[config.mk]
export PLATFORM = sky130hd
export DESIGN_NAME = cpu_ctrl
export DESIGN_NICKNAME = d
export VERILOG_FILES = /design/src/rtl/cpu_pkg.sv /design/src/rtl/alu.sv /design/src/rtl/cpu_ctrl.sv
export SDC_FILE = /design/constraint.sdc
export NUM_CORES = 1
export LEC_CHECK = 0
export CAP_MARGIN = 10
export CORE_MARGIN = 4
export CORE_UTILIZATION = 35
export DETAILED_ROUTE_END_ITERATION = 7
export GPL_TIMING_DRIVEN = 0
export PLACE_DENSITY = 0.59
export SLEW_MARGIN = 30
export SYNTH_ARGS = -nofsm -noshare
export SYNTH_HDL_FRONTEND = slang
export SYNTH_SLANG_ARGS = --single-unit
[constraint.sdc]
create_clock -name clk -period 7.6 [get_ports clk]
set_input_delay 0.76 -clock clk [delete_from_list [all_inputs] [get_ports clk]]
set_output_delay 0.76 -clock clk [all_outputs]
set_load 0.1 [all_outputs]
[src/rtl/cpu_pkg.sv]
// rtl/cpu_pkg.sv - shared types, instruction field positions and jump helper for cpu_ctrl
package cpu_pkg;

    typedef enum logic [2:0] {
        S_FETCH,
        S_DECODE,
        S_MEM_RD,
        S_EXEC,
        S_MEM_WR
    } state_t;

    // Instruction field bit positions (Hack encoding: 111a cccc ccdd djjj)
    localparam int IS_C    = 15;
    localparam int ABIT    = 12;
    localparam int COMP_HI = 11;
    localparam int COMP_LO = 6;
    localparam int DEST_A  = 5;
    localparam int DEST_D  = 4;
    localparam int DEST_M  = 3;
    localparam int J_LT    = 2;
    localparam int J_EQ    = 1;
    localparam int J_GT    = 0;

    // Jump resolution from the ALU flags; 3'b111 covers all three cases so it always jumps
    function automatic logic jump_taken(input logic [2:0] j, input logic zr, input logic ng);
        return (j[J_LT] & ng) | (j[J_EQ] & zr) | (j[J_GT] & ~zr & ~ng);
    endfunction

endpackage

[src/rtl/alu.sv]
// rtl/alu.sv - Hack-style combinational ALU with zx/nx/zy/ny/f/no controls
module alu #(
    parameter int WORDSIZE = 16
) (
    input  logic [WORDSIZE-1:0] x,
    input  logic [WORDSIZE-1:0] y,
    input  logic                zx,
    input  logic                nx,
    input  logic                zy,
    input  logic                ny,
    input  logic                f,
    input  logic                no,
    output logic [WORDSIZE-1:0] out,
    output logic                zr,
    output logic                ng
);

    logic [WORDSIZE-1:0] xz;
    logic [WORDSIZE-1:0] xn;
    logic [WORDSIZE-1:0] yz;
    logic [WORDSIZE-1:0] yn;
    logic [WORDSIZE-1:0] fo;

    // Operand conditioning, function select, output negate and flags
    always_comb begin
        xz  = zx ? '0 : x;
        xn  = nx ? ~xz : xz;
        yz  = zy ? '0 : y;
        yn  = ny ? ~yz : yz;
        fo  = f ? (xn + yn) : (xn & yn);
        out = no ? ~fo : fo;
        zr  = (out == '0);
        ng  = out[WORDSIZE-1];
    end

endmodule

[src/rtl/cpu_ctrl.sv]
// rtl/cpu_ctrl.sv - multi-cycle Hack CPU sequencer: fetch, decode, M read, execute, M write
module cpu_ctrl
    import cpu_pkg::*;
#(
    parameter int WORDSIZE = 16,
    parameter int ADDRW    = 15
) (
    input  logic                clk,
    input  logic                rst_n,
    input  logic                run,
    output logic                instr_req,
    output logic [ADDRW-1:0]    instr_addr,
    input  logic                instr_valid,
    input  logic [WORDSIZE-1:0] instr_data,
    output logic                mem_req,
    output logic                mem_we,
    output logic [ADDRW-1:0]    mem_addr,
    output logic [WORDSIZE-1:0] mem_wdata,
    input  logic [WORDSIZE-1:0] mem_rdata,
    input  logic                mem_valid,
    output logic [ADDRW-1:0]    pc,
    output logic [WORDSIZE-1:0] a_reg,
    output logic [WORDSIZE-1:0] d_reg,
    output logic                busy
);

    localparam logic [ADDRW-1:0] PC_ONE = ADDRW'(1);

    state_t              state;
    logic [WORDSIZE-1:0] ir;
    logic [WORDSIZE-1:0] m_latch;
    logic [WORDSIZE-1:0] alu_y;
    logic [WORDSIZE-1:0] alu_out;
    logic                alu_zr;
    logic                alu_ng;
    logic [ADDRW-1:0]    pc_inc;
    logic                take_jump;

    // The fetch request follows run live so a stopped CPU issues nothing new
    assign instr_req  = (state == S_FETCH) && run;
    assign instr_addr = pc;
    assign pc_inc     = pc + PC_ONE;
    assign alu_y      = ir[ABIT] ? m_latch : a_reg;
    assign take_jump  = jump_taken(ir[J_LT:J_GT], alu_zr, alu_ng);

    alu #(
        .WORDSIZE(WORDSIZE)
    ) u_alu (
        .x  (d_reg),
        .y  (alu_y),
        .zx (ir[COMP_HI]),
        .nx (ir[COMP_HI-1]),
        .zy (ir[COMP_HI-2]),
        .ny (ir[COMP_HI-3]),
        .f  (ir[COMP_LO+1]),
        .no (ir[COMP_LO]),
        .out(alu_out),
        .zr (alu_zr),
        .ng (alu_ng)
    );

    // Sequencer: state, architectural registers and registered memory-side outputs.
    // Right-hand sides read a_reg before the update, so the M write address is always A_old.
    always_ff @(posedge clk) begin
        if (!rst_n) begin
            state     <= S_FETCH;
            pc        <= '0;
            a_reg     <= '0;
            d_reg     <= '0;
            ir        <= '0;
            m_latch   <= '0;
            mem_req   <= 1'b0;
            mem_we    <= 1'b0;
            mem_addr  <= '0;
            mem_wdata <= '0;
            busy      <= 1'b0;
        end else begin
            case (state)
                S_FETCH: begin
                    if (instr_req && instr_valid) begin
                        ir    <= instr_data;
                        state <= S_DECODE;
                        busy  <= 1'b1;
                    end
                end
                S_DECODE: begin
                    if (!ir[IS_C]) begin
                        a_reg <= ir;
                        pc    <= pc_inc;
                        state <= S_FETCH;
                        busy  <= 1'b0;
                    end else if (ir[ABIT]) begin
                        mem_req  <= 1'b1;
                        mem_we   <= 1'b0;
                        mem_addr <= a_reg[ADDRW-1:0];
                        state    <= S_MEM_RD;
                    end else begin
                        state <= S_EXEC;
                    end
                end
                S_MEM_RD: begin
                    if (mem_valid) begin
                        m_latch <= mem_rdata;
                        mem_req <= 1'b0;
                        state   <= S_EXEC;
                    end
                end
                S_EXEC: begin
                    if (ir[DEST_A]) begin
                        a_reg <= alu_out;
                    end
                    if (ir[DEST_D]) begin
                        d_reg <= alu_out;
                    end
                    pc <= take_jump ? a_reg[ADDRW-1:0] : pc_inc;
                    if (ir[DEST_M]) begin
                        mem_req   <= 1'b1;
                        mem_we    <= 1'b1;
                        mem_addr  <= a_reg[ADDRW-1:0];
                        mem_wdata <= alu_out;
                        state     <= S_MEM_WR;
                    end else begin
                        state <= S_FETCH;
                        busy  <= 1'b0;
                    end
                end
                S_MEM_WR: begin
                    if (mem_valid) begin
                        mem_req <= 1'b0;
                        mem_we  <= 1'b0;
                        state   <= S_FETCH;
                        busy    <= 1'b0;
                    end
                end
                default: begin
                    state <= S_FETCH;
                    busy  <= 1'b0;
                end
            endcase
        end
    end

endmodule
# ---- After elaboration in Yosys (flattened, before gate mapping)
# Index checks and enable logic that the tools add are counted.
dict set report word_totals {
  reg_bits 116
  output_inout_bits 97
}
dict set report classes {
  addsub 2
  eq_ne 14
  mux 36
  n_bitwise 13
  n_reduce_logical 19
}
# operator n
set ops {}
lappend ops {{$mux 16} 9}
lappend ops {{$mux 15} 5}
lappend ops {{$pmux 15 s2} 2}
lappend ops {{$not 16->16} 3}
lappend ops {{$pmux 16 s2} 1}
lappend ops {{$add 16x16->16} 1}
lappend ops {{$and 16x16->16} 1}
lappend ops {{$logic_not 16->1} 1}
lappend ops {{$ne 2x2->1 const B} 8}
lappend ops {{$add 15x1->15 const B} 1}
lappend ops {{$pmux 3 s5} 1}
lappend ops {{$reduce_and 5->1} 3}
lappend ops {{$mux 3} 4}
lappend ops {{$mux 1} 10}
lappend ops {{$reduce_and 2->1} 5}
lappend ops {{$eq 3x2->1 const B} 2}
lappend ops {{$pmux 1 s3} 2}
lappend ops {{$reduce_and 3->1} 2}
lappend ops {{$reduce_bool 3->1} 2}
lappend ops {{$pmux 1 s5} 1}
lappend ops {{$and 1x1->1} 4}
lappend ops {{$ne 2x1->1 const B} 2}
lappend ops {{$reduce_and 4->1} 1}
lappend ops {{$eq 3x1->1 const B} 1}
lappend ops {{other kinds (8)} 12}

# ---- Depth between registers and ports, before layout
# Gate-level depths: netlist of the first run.
dict set report logic_depth {
  depth_word 15
  depth_mapped 19
  ltp_nobuf 16
}

# ---- Hierarchy
# Synthesis of the first run repeated with hierarchy kept, for this count alone.
dict set report unflattened {
  cells_unflattened 886
  hier_area_um2 6986.7
}
# module n_inst cells_each area_each_um2 seq_area_each_um2
set modules_own_cells {}
lappend modules_own_cells {cpu_ctrl 1 619 5079.9 2322.2}
lappend modules_own_cells {alu 1 267 1906.8 0.0}

# ---- Least setup slack after synthesis of the first run
# No wires, ideal clock.
dict set report synth_path {
  path_kind {input-to-reg}
  from {in run}
  to {reg ir[12]}
  setup_time_ps 132
  arrival_ps 5097
  path_slack_ps 2371
  path_stages 5
  cell_sequence {nor4b_1 -> nand2_1 -> clkbuf_1 -> nand2_1 -> a21oi_1}
}
dict set report synth_via {
  elab_chain_len 3
}
# item line
set synth_rtl {}
lappend synth_rtl {{start: declaration} cpu_ctrl.sv:10} ;# input logic run,
lappend synth_rtl {{$logic_and 1x1->1} cpu_ctrl.sv:40} ;# assign instr_req = (state == S_FETCH) && run;
lappend synth_rtl {{$logic_and 1x1->1} cpu_ctrl.sv:80} ;# if (instr_req && instr_valid) begin
lappend synth_rtl {{$reduce_and 2->1 (no line)} n/a}
lappend synth_rtl {{end signal: assignment} cpu_ctrl.sv:81} ;# ir <= instr_data;
lappend synth_rtl {{end: declaration} cpu_ctrl.sv:30} ;# logic [WORDSIZE-1:0] ir;
# No other way between the ends.
# A chain may end at the register's enable or synchronous reset.

# ---- Worst setup path after layout of the first run
dict set report layout_path {
  from {reg ir[12]}
  to {reg pc[7] (netlist: instr_addr[7])}
}
dict set report layout_via {
  elab_chain_len 15
}
# item line
set layout_rtl {}
lappend layout_rtl {{$mux 16 *} cpu_ctrl.sv:43} ;# assign alu_y = ir[ABIT] ? m_latch : a_reg;
lappend layout_rtl {{$mux 16 *} alu.sv:28} ;# yz = zy ? '0 : y;
lappend layout_rtl {{$not 16->16} alu.sv:29} ;# yn = ny ? ~yz : yz;
lappend layout_rtl {{$mux 16 *} alu.sv:29}
lappend layout_rtl {{$add 16x16->16 / $and 16x16->16 (equally long branches)} alu.sv:30} ;# fo = f ? (xn + yn) : (xn & yn);
lappend layout_rtl {{$mux 16 *} alu.sv:30}
lappend layout_rtl {{$not 16->16} alu.sv:31} ;# out = no ? ~fo : fo;
lappend layout_rtl {{$mux 16 *} alu.sv:31}
lappend layout_rtl {{$logic_not 16->1} alu.sv:32} ;# zr = (out == '0);
lappend layout_rtl {{$not 1->1} cpu_pkg.sv:26} ;# return (j[J_LT] & ng) | (j[J_EQ] & zr) | (j[J_GT] & ~zr & ~ng);
lappend layout_rtl {{$and 1x1->1 (2 in a row)} cpu_pkg.sv:26}
lappend layout_rtl {{$or 1x1->1 *} cpu_pkg.sv:26}
lappend layout_rtl {{$mux 15 *} cpu_ctrl.sv:115} ;# pc <= take_jump ? a_reg[ADDRW-1:0] : pc_inc;
lappend layout_rtl {{$pmux 15 s2 *} cpu_ctrl.sv:78} ;# case (state)
lappend layout_rtl {{end signal: assignment} cpu_ctrl.sv:89} ;# pc <= pc_inc;
lappend layout_rtl {{end signal: assignment} cpu_ctrl.sv:115}
lappend layout_rtl {{end: declaration} cpu_ctrl.sv:21} ;# output logic [ADDRW-1:0] pc,
# Every way passes the cells marked *; elsewhere a longest branch is shown, timed or not.

==> impl_metrics.csv, run 1 <==
group,metric,value,unit
outcome,outcome,"completed",
floorplanning,placementRows,51,
worst_setup_path,critPathKind,"flop to flop",
logic_synthesis,syn_avg_cell_area,7.950,um2
logic_synthesis,synth_commonest_cells,"165 x nand2_1, 116 x dfxtp_1, 64 x a21oi_1, 64 x nor2_1, 48 x clkbuf_1",
power,power.leakage,0.003167,uW
layout,drive_above_1_share,0.07573,
power,power,1767,uW
sta,tns,0,ns
grt,grt_max_degree,17,
detailed_routing,drc_errors,0,
logic_synthesis,syn_area,6877,um2
floorplanning,chipHeight,148.2,um
power,power-per-cell-area,193.6,nW/um2
worst_setup_path,worstPathArrival,6.16,ns
clock_network,hold_buffers,0,
clock_network,cts_max_path_buffers,2,
clock_network,clock_latency,0.42,ns
layout,synthToLayoutAreaGrowth,32.73,%
sta,rsz0062_at_grt,"false",
sta,timing.fmax,0.1716,GHz
sta,relSlewSlack,0.3225,
floorplanning,io-pin-count,134,
detailed_routing,vias,6748,
logic_synthesis,synth_nets,920,
sta,holdWs,0.4529,ns
placed_design,dp_hpwl,17650,um
grt,grt_util_all_layers,0.2067,
sta,clock_skew,0.006421,ns
clock_network,post_cts_buffers,0,
grt,antenna_found_initial,0,
sta,setup_viol,0,
grt,grt_overflow_total,0,
detailed_routing,avgViaCountPerCell,5.211,
grt,grt_pass1_wl,35440,um
worst_setup_path,worst_setup_path_start_kind,"flop",
logic_synthesis,ys_seq_area_frac,0.3377,
detailed_routing,wl_per_cell,17.94,um
layout,final_util,0.4705,
placed_design,dp_cells,1263,
clock_network,clkTransAtPathRegs,0.05,ns
detailed_routing,routed_wl,23230,um
worst_setup_path,crit_fanout,10,
sta,period_needed,5.827,ns
logic_synthesis,ys_seq_elements,116,
floorplanning,die_w,148.2,um
floorplanning,initial_core_util,0.3545,
floorplanning,core,19400,um2
sta,period_share,0.7667,
clock_network,cts_root_buf,"clkbuf_16",
detailed_routing,drt_iter0_drc,576,
layout,stdcell_count,1295,
layout,diodes,0,
worst_setup_path,critPathCaptureType,"flop",
detailed_routing,ant_nets,0,
detailed_routing,first_pass_iters,5,
logic_synthesis,synthFlopType,"dfxtp_1",
grt,grt_pass1_vias,6189,
clock_network,cts_resized,0,
floorplanning,die_area,21950,um2
logic_synthesis,synth_most_common_cell,"nand2_1",
layout,nNetsFinal,1072,
logic_synthesis,synth_cell_types,71,
sta,maxSlewViolCount,0,
logic_synthesis,synth-async-reset-ratio,0,
logic_synthesis,yosys_warnings,0,
clock_network,clock_sinks,116,
min_path,min_path_type,"flop to flop",
logic_synthesis,synth_cells,865,
logic_synthesis,synth_top_area_share,0.3377,
logic_synthesis,synthTopCellsByArea,"dfxtp_1 34%, nand2_1 9.0%, mux2i_1 5.5%, a21oi_1 4.7%, xnor2_1 4.2%",
placed_design,io_buffers,133,
logic_synthesis,synth_edf_count,0,
worst_setup_path,cp.required,7.93,ns
clock_network,cts-buffers-inserted,17,
logic_synthesis,synth_top_area_cell,"dfxtp_1",
clock_network,cts_tree,"built",
run,drv_cap,0,
sta,max_slew.worst_pin.slew,1.013,ns
power,ir_drop,157.7,uV
placed_design,gp_congestion,0.9057,
worst_setup_path,rrSetupSlack,1.77,ns
layout,fill_cells,1998,
sta,hold_viol_final,0,
clock_network,htreeDepth,4,
==> final timing paths <==
check / cells after the start / to / from
min: 2 / mem_wdata[11]$_SDFFE_PN0P_ / mem_wdata[11]$_SDFFE_PN0P_
max: 18 / instr_addr[7]$_SDFFE_PN0P_ / ir[12]$_SDFFE_PN0P_
min reg2reg: 2 / mem_wdata[11]$_SDFFE_PN0P_ / mem_wdata[11]$_SDFFE_PN0P_
max reg2reg: 18 / instr_addr[7]$_SDFFE_PN0P_ / ir[12]$_SDFFE_PN0P_
==> cells by family after synthesis <==
group,synth area share
compound gates,0.1965
xor+xnor,0.06623
fa+ha+maj,0.03384
buf+inv,0.06314
flops,0.3377
mux,0.05531
simple gates,0.2473
==> power breakdown <==
group	internal, uW	switching [uW]
clock	516	289
combinational	104	218
sequential	622	18.3
==> cells in the final DEF, fill, tap and decap left out, types with 5 or more instances in the layout <==
master | Yosys | final
and2_1 | 6 | 6
nand3_1 | 13 | 13
o21a_1 | 5 | 5
a21oi_1 | 64 | 64
clkbuf_1 | 48 | 51
clkdlybuf4s50_1 | 0 | 132
or4_1 | 5 | 5
nor3_1 | 5 | 5
nand2_1 | 165 | 165
xnor2_1 | 33 | 33
ha_1 | 17 | 17
buf_1 | 5 | 5
mux2i_1 | 38 | 38
and3_1 | 10 | 10
a31oi_1 | 14 | 14
nor2_1 | 64 | 63
or4b_1 | 9 | 9
a311oi_1 | 10 | 10
buf_4 | 15 | 15
o211ai_1 | 8 | 8
inv_1 | 16 | 16
nor2b_1 | 20 | 20
a211oi_1 | 9 | 9
a21boi_0 | 13 | 13
a22oi_1 | 13 | 13
dfxtp_1 | 116 | 116
clkbuf_16 | 0 | 17
nand2b_1 | 22 | 22
or3b_2 | 9 | 9
xor2_1 | 19 | 19
buf_2 | 5 | 6
o21ai_0 | 12 | 12
nand3b_1 | 6 | 6
==> worst max-delay path, stage by stage, from the launching register on <==
cell       delay, ns
dfxtp_1         0.34
clkbuf_1        0.55
buf_1           0.66
mux2i_1         0.30
nor2_1          0.07
xor2_1          0.17
ha_1            0.48
nand3_1         0.11
o2111ai_1       0.23
xor2_1          0.17
mux2i_1         0.10
xnor2_1         0.31
or4_1           0.68
a2111oi_2       0.36
a41oi_1         0.18
a21oi_2         0.36
buf_2           0.32
a22oi_1         0.13
a31oi_1         0.21
==> layer usage <==
metal	routed length, um	part of all wire	global-route usage
met1	11020	0.47	0.2985
met2	10280	0.44	0.3113
met3	1559	0.067	0.04631
met4	369	0.016	0.05543
met5	0	0	0
==> metrics by stage <==
| step | cell area, um2 | worst slack (ns) |
|---|---|---|
| after detailed placement | 8534 | 1.867 |
| after CTS | 9125 | 1.841 |
| after global routing | 9128 | 1.420 |
| final | 9128 | 1.773 |
| after floorplan | 6877 | 2.371 |
| after global placement | 8539 | 1.864 |
==> layout make-up <==
type,instances,area (um2),area share
multi-input combinational,656,4123,0.4517
clock buffer,24,491.7,0.05387
tap,265,331.6,0.03633
sequential,116,2322,0.2544
buffer,76,370.4,0.04058
timing repair buffer,133,1326,0.1453
inverter,17,63.81,0.006991
clock inverter,8,98.84,0.01083
Power figures use the tool's default switching activity.
==> inputs of run 2 (changes only) <==
PLACE_DENSITY = 0.61   (was 0.59)
clock period = 5.05 ns   (was 7.6 ns; I/O delays follow)
==> run 2 against run 1 <==
Against the previous run: count of clock-buffer cells in the layout decreased by 7; core utilization increased by 0.17 points; clock power increased by 49%; critical path depth decreased by 1; flip-flop and latch count unchanged; register-to-register slack got worse by 1.5 ns; clock skew increased by 0.0024 ns; combinational power increased by 51%; via count increased by 1.1%; first-iteration DRC count decreased by 16%; routed wire length increased by 1.5%; largest cell class unchanged.
==> impl_metrics.csv, run 2 (synthesis results as in run 1) <==
group,metric,value,unit
outcome,outcome,"completed",
power,power-per-cell-area,289.8,nW/um2
grt,grt_pass1_vias,6399,
floorplanning,die_area,21950,um2
sta,rsz0062_at_grt,"true",
sta,hold_viol_final,0,
clock_network,htreeDepth,4,
worst_setup_path,reg2reg_depth,17,
layout,diodes,0,
floorplanning,placementRows,51,
clock_network,cts_max_path_buffers,2,
layout,final_cell_mix,"165 x nand2_1, 133 x clkdlybuf4s50_1, 113 x dfxtp_1",
layout,synthToLayoutAreaGrowth,33.22,%
worst_setup_path,cp_slowest_cell,"dfxtp_1",
grt,grt_pass1_wl,36100,um
worst_setup_path,r2r-end,"instr_addr[1]$_SDFFE_PN0P_",
worst_setup_path,path_cells,"clkbuf_1, nand2b_1, xnor2_1, ha_1, or2_1, a21oi_1, o31a_1, o221ai_1, a31o_1, or4_4, a2111oi_2, a41oi_1, a21oi_2, buf_6, buf_6, mux2i_1, a21oi_1",
sta,tns,0,ns
min_path,min_path_type,"flop to flop",
clock_network,clkTransAtPathRegs,0.06,ns
power,ir_drop,228.2,uV
detailed_routing,vias,6819,
floorplanning,die_w,148.2,um
worst_setup_path,worst_setup_path_start_kind,"flop",
worst_setup_path,rr_startpoint,"ir[11]$_SDFFE_PN0P_",
detailed_routing,first_pass_iters,7,
min_path,hold_start,"ir[15]$_SDFFE_PN0P_",
detailed_routing,avgViaCountPerCell,5.274,
run,drv_cap,0,
grt,antenna_found_initial,0,
min_path,hold_depth,2,
floorplanning,chipHeight,148.2,um
sta,setup_viol,0,
worst_setup_path,critPathBufInv,3,
clock_network,clock_latency,0.42,ns
layout,fill_cells,1962,
clock_network,cts_root_buf,"clkbuf_16",
clock_network,clock_sinks,116,
worst_setup_path,cp.required,5.35,ns
grt,grt_overflow_total,0,
clock_network,cts-buffers-inserted,17,
detailed_routing,drt_iter0_drc,486,
sta,max_slew.worst_pin.slew,1.052,ns
layout,stdcell_area,9161,um2
clock_network,hold_buffers,0,
layout,nNetsFinal,1070,
grt,grt_util_all_layers,0.2091,
grt,grt_max_degree,17,
sta,period_needed,4.819,ns
worst_setup_path,critPathCaptureType,"flop",
sta,clock_skew,0.008861,ns
detailed_routing,ant_nets,0,
detailed_routing,routed_wl,23580,um
min_path,min_to,"ir[15]$_SDFFE_PN0P_",
worst_setup_path,crit_fanout,10,
detailed_routing,wl_per_cell,18.24,um
floorplanning,initial_core_util,0.3545,
worst_setup_path,critPathKind,"flop to flop",
placed_design,io_buffers,133,
clock_network,cts_tree,"built",
worst_setup_path,worst-path-stages,17,
detailed_routing,drc_errors,0,
placed_design,placed_cell_area,8546,um2
grt,met3_usage,0.03717,
worst_setup_path,worstPathArrival,5.12,ns
sta,relSlewSlack,0.2965,
worst_setup_path,cpPeakStageDelay,0.49,ns
sta,timing.fmax,0.2075,GHz
floorplanning,io-pin-count,134,
floorplanning,core,19400,um2
placed_design,gp_congestion,0.9219,
worst_setup_path,cpLargestDelayFamily,"compound AO/OA/AOI/OAI gates",
grt,grtUsageMet2,0.3229,
worst_setup_path,rrSetupSlack,0.23,ns
sta,maxSlewViolCount,0,
grt,grt_use_met1,0.2973,
grt,busiest_layer,"met2",
power,power.leakage,0.003188,uW
sta,period_share,0.9542,
layout,drive_above_1_share,0.09047,
layout,mostFrequentLayoutCell,"nand2_1",
placed_design,dp_hpwl,17680,um
sta,holdWs,0.4510,ns
[run 2: per-layer routing]
metal	up-vias	part of all wire
li1	3326	-
met1	3228	0.47
met2	220	0.45
met3	45	0.054
met4	0	0.028
met5	-	0
[run 2: worst max-delay path by stage]
stage / start / endpoint
2_1_floorplan: ir[12]$_SDFFE_PN0P_ / instr_addr[1]$_SDFFE_PN0P_
3_3_place_gp: ir[12]$_SDFFE_PN0P_ / instr_addr[1]$_SDFFE_PN0P_
3_5_place_dp: ir[12]$_SDFFE_PN0P_ / instr_addr[1]$_SDFFE_PN0P_
4_1_cts: ir[10]$_SDFFE_PN0P_ / instr_addr[13]$_SDFFE_PN0P_
5_1_grt: ir[12]$_SDFFE_PN0P_ / instr_addr[1]$_SDFFE_PN0P_
6_report: ir[11]$_SDFFE_PN0P_ / instr_addr[1]$_SDFFE_PN0P_
[run 2: stage by stage]
stage / worst slack, ns / utilization / instances / power [uW]
global placement: -0.6980 / 0.4405 / 1263 / 1464
detailed placement: -0.6565 / 0.4405 / 1263 / 1465
floorplan: 0.2395 / - / 865 / 1318
global route: -0.03422 / 0.4723 / 1293 / 2739
finish: 0.2311 / 0.4723 / 1293 / 2655
CTS: 0.03868 / 0.4710 / 1294 / 2664
[run 2: cell type report]
| cell class | count | area [um2] | share of cell area |
|---|---|---|---|
| flip-flops and latches | 116 | 2326 | 0.2539 |
| repair buffers | 134 | 1339 | 0.1461 |
| multi-input cells | 656 | 4143 | 0.4522 |
| plain buffers | 73 | 377.9 | 0.04125 |
| clock buffers | 17 | 425.4 | 0.04644 |
| well taps | 265 | 331.6 | 0.03619 |
| inverters | 17 | 63.81 | 0.006965 |
| clock inverters | 15 | 155.1 | 0.01694 |
[run 2: tightest hold or removal path, cell delays in order (launching register included)]
cell     delay [ns]
dfxtp_1        0.30
nand2_1        0.05
a21oi_1        0.05
[run 2: timing repair]
item,CTS,global route
endpoints found under the hold margin,0,0
buffers inserted,1,0
gates cloned,0,0
pin swaps,1,2
endpoints found under the setup margin,15,15
gates resized for setup,7,10
[run 2: power by group]
part / internal, uW / switching [uW]
clock: 728 / 472
combinational: 160 / 327
sequential: 936 / 32.2
total: 1820 / 831
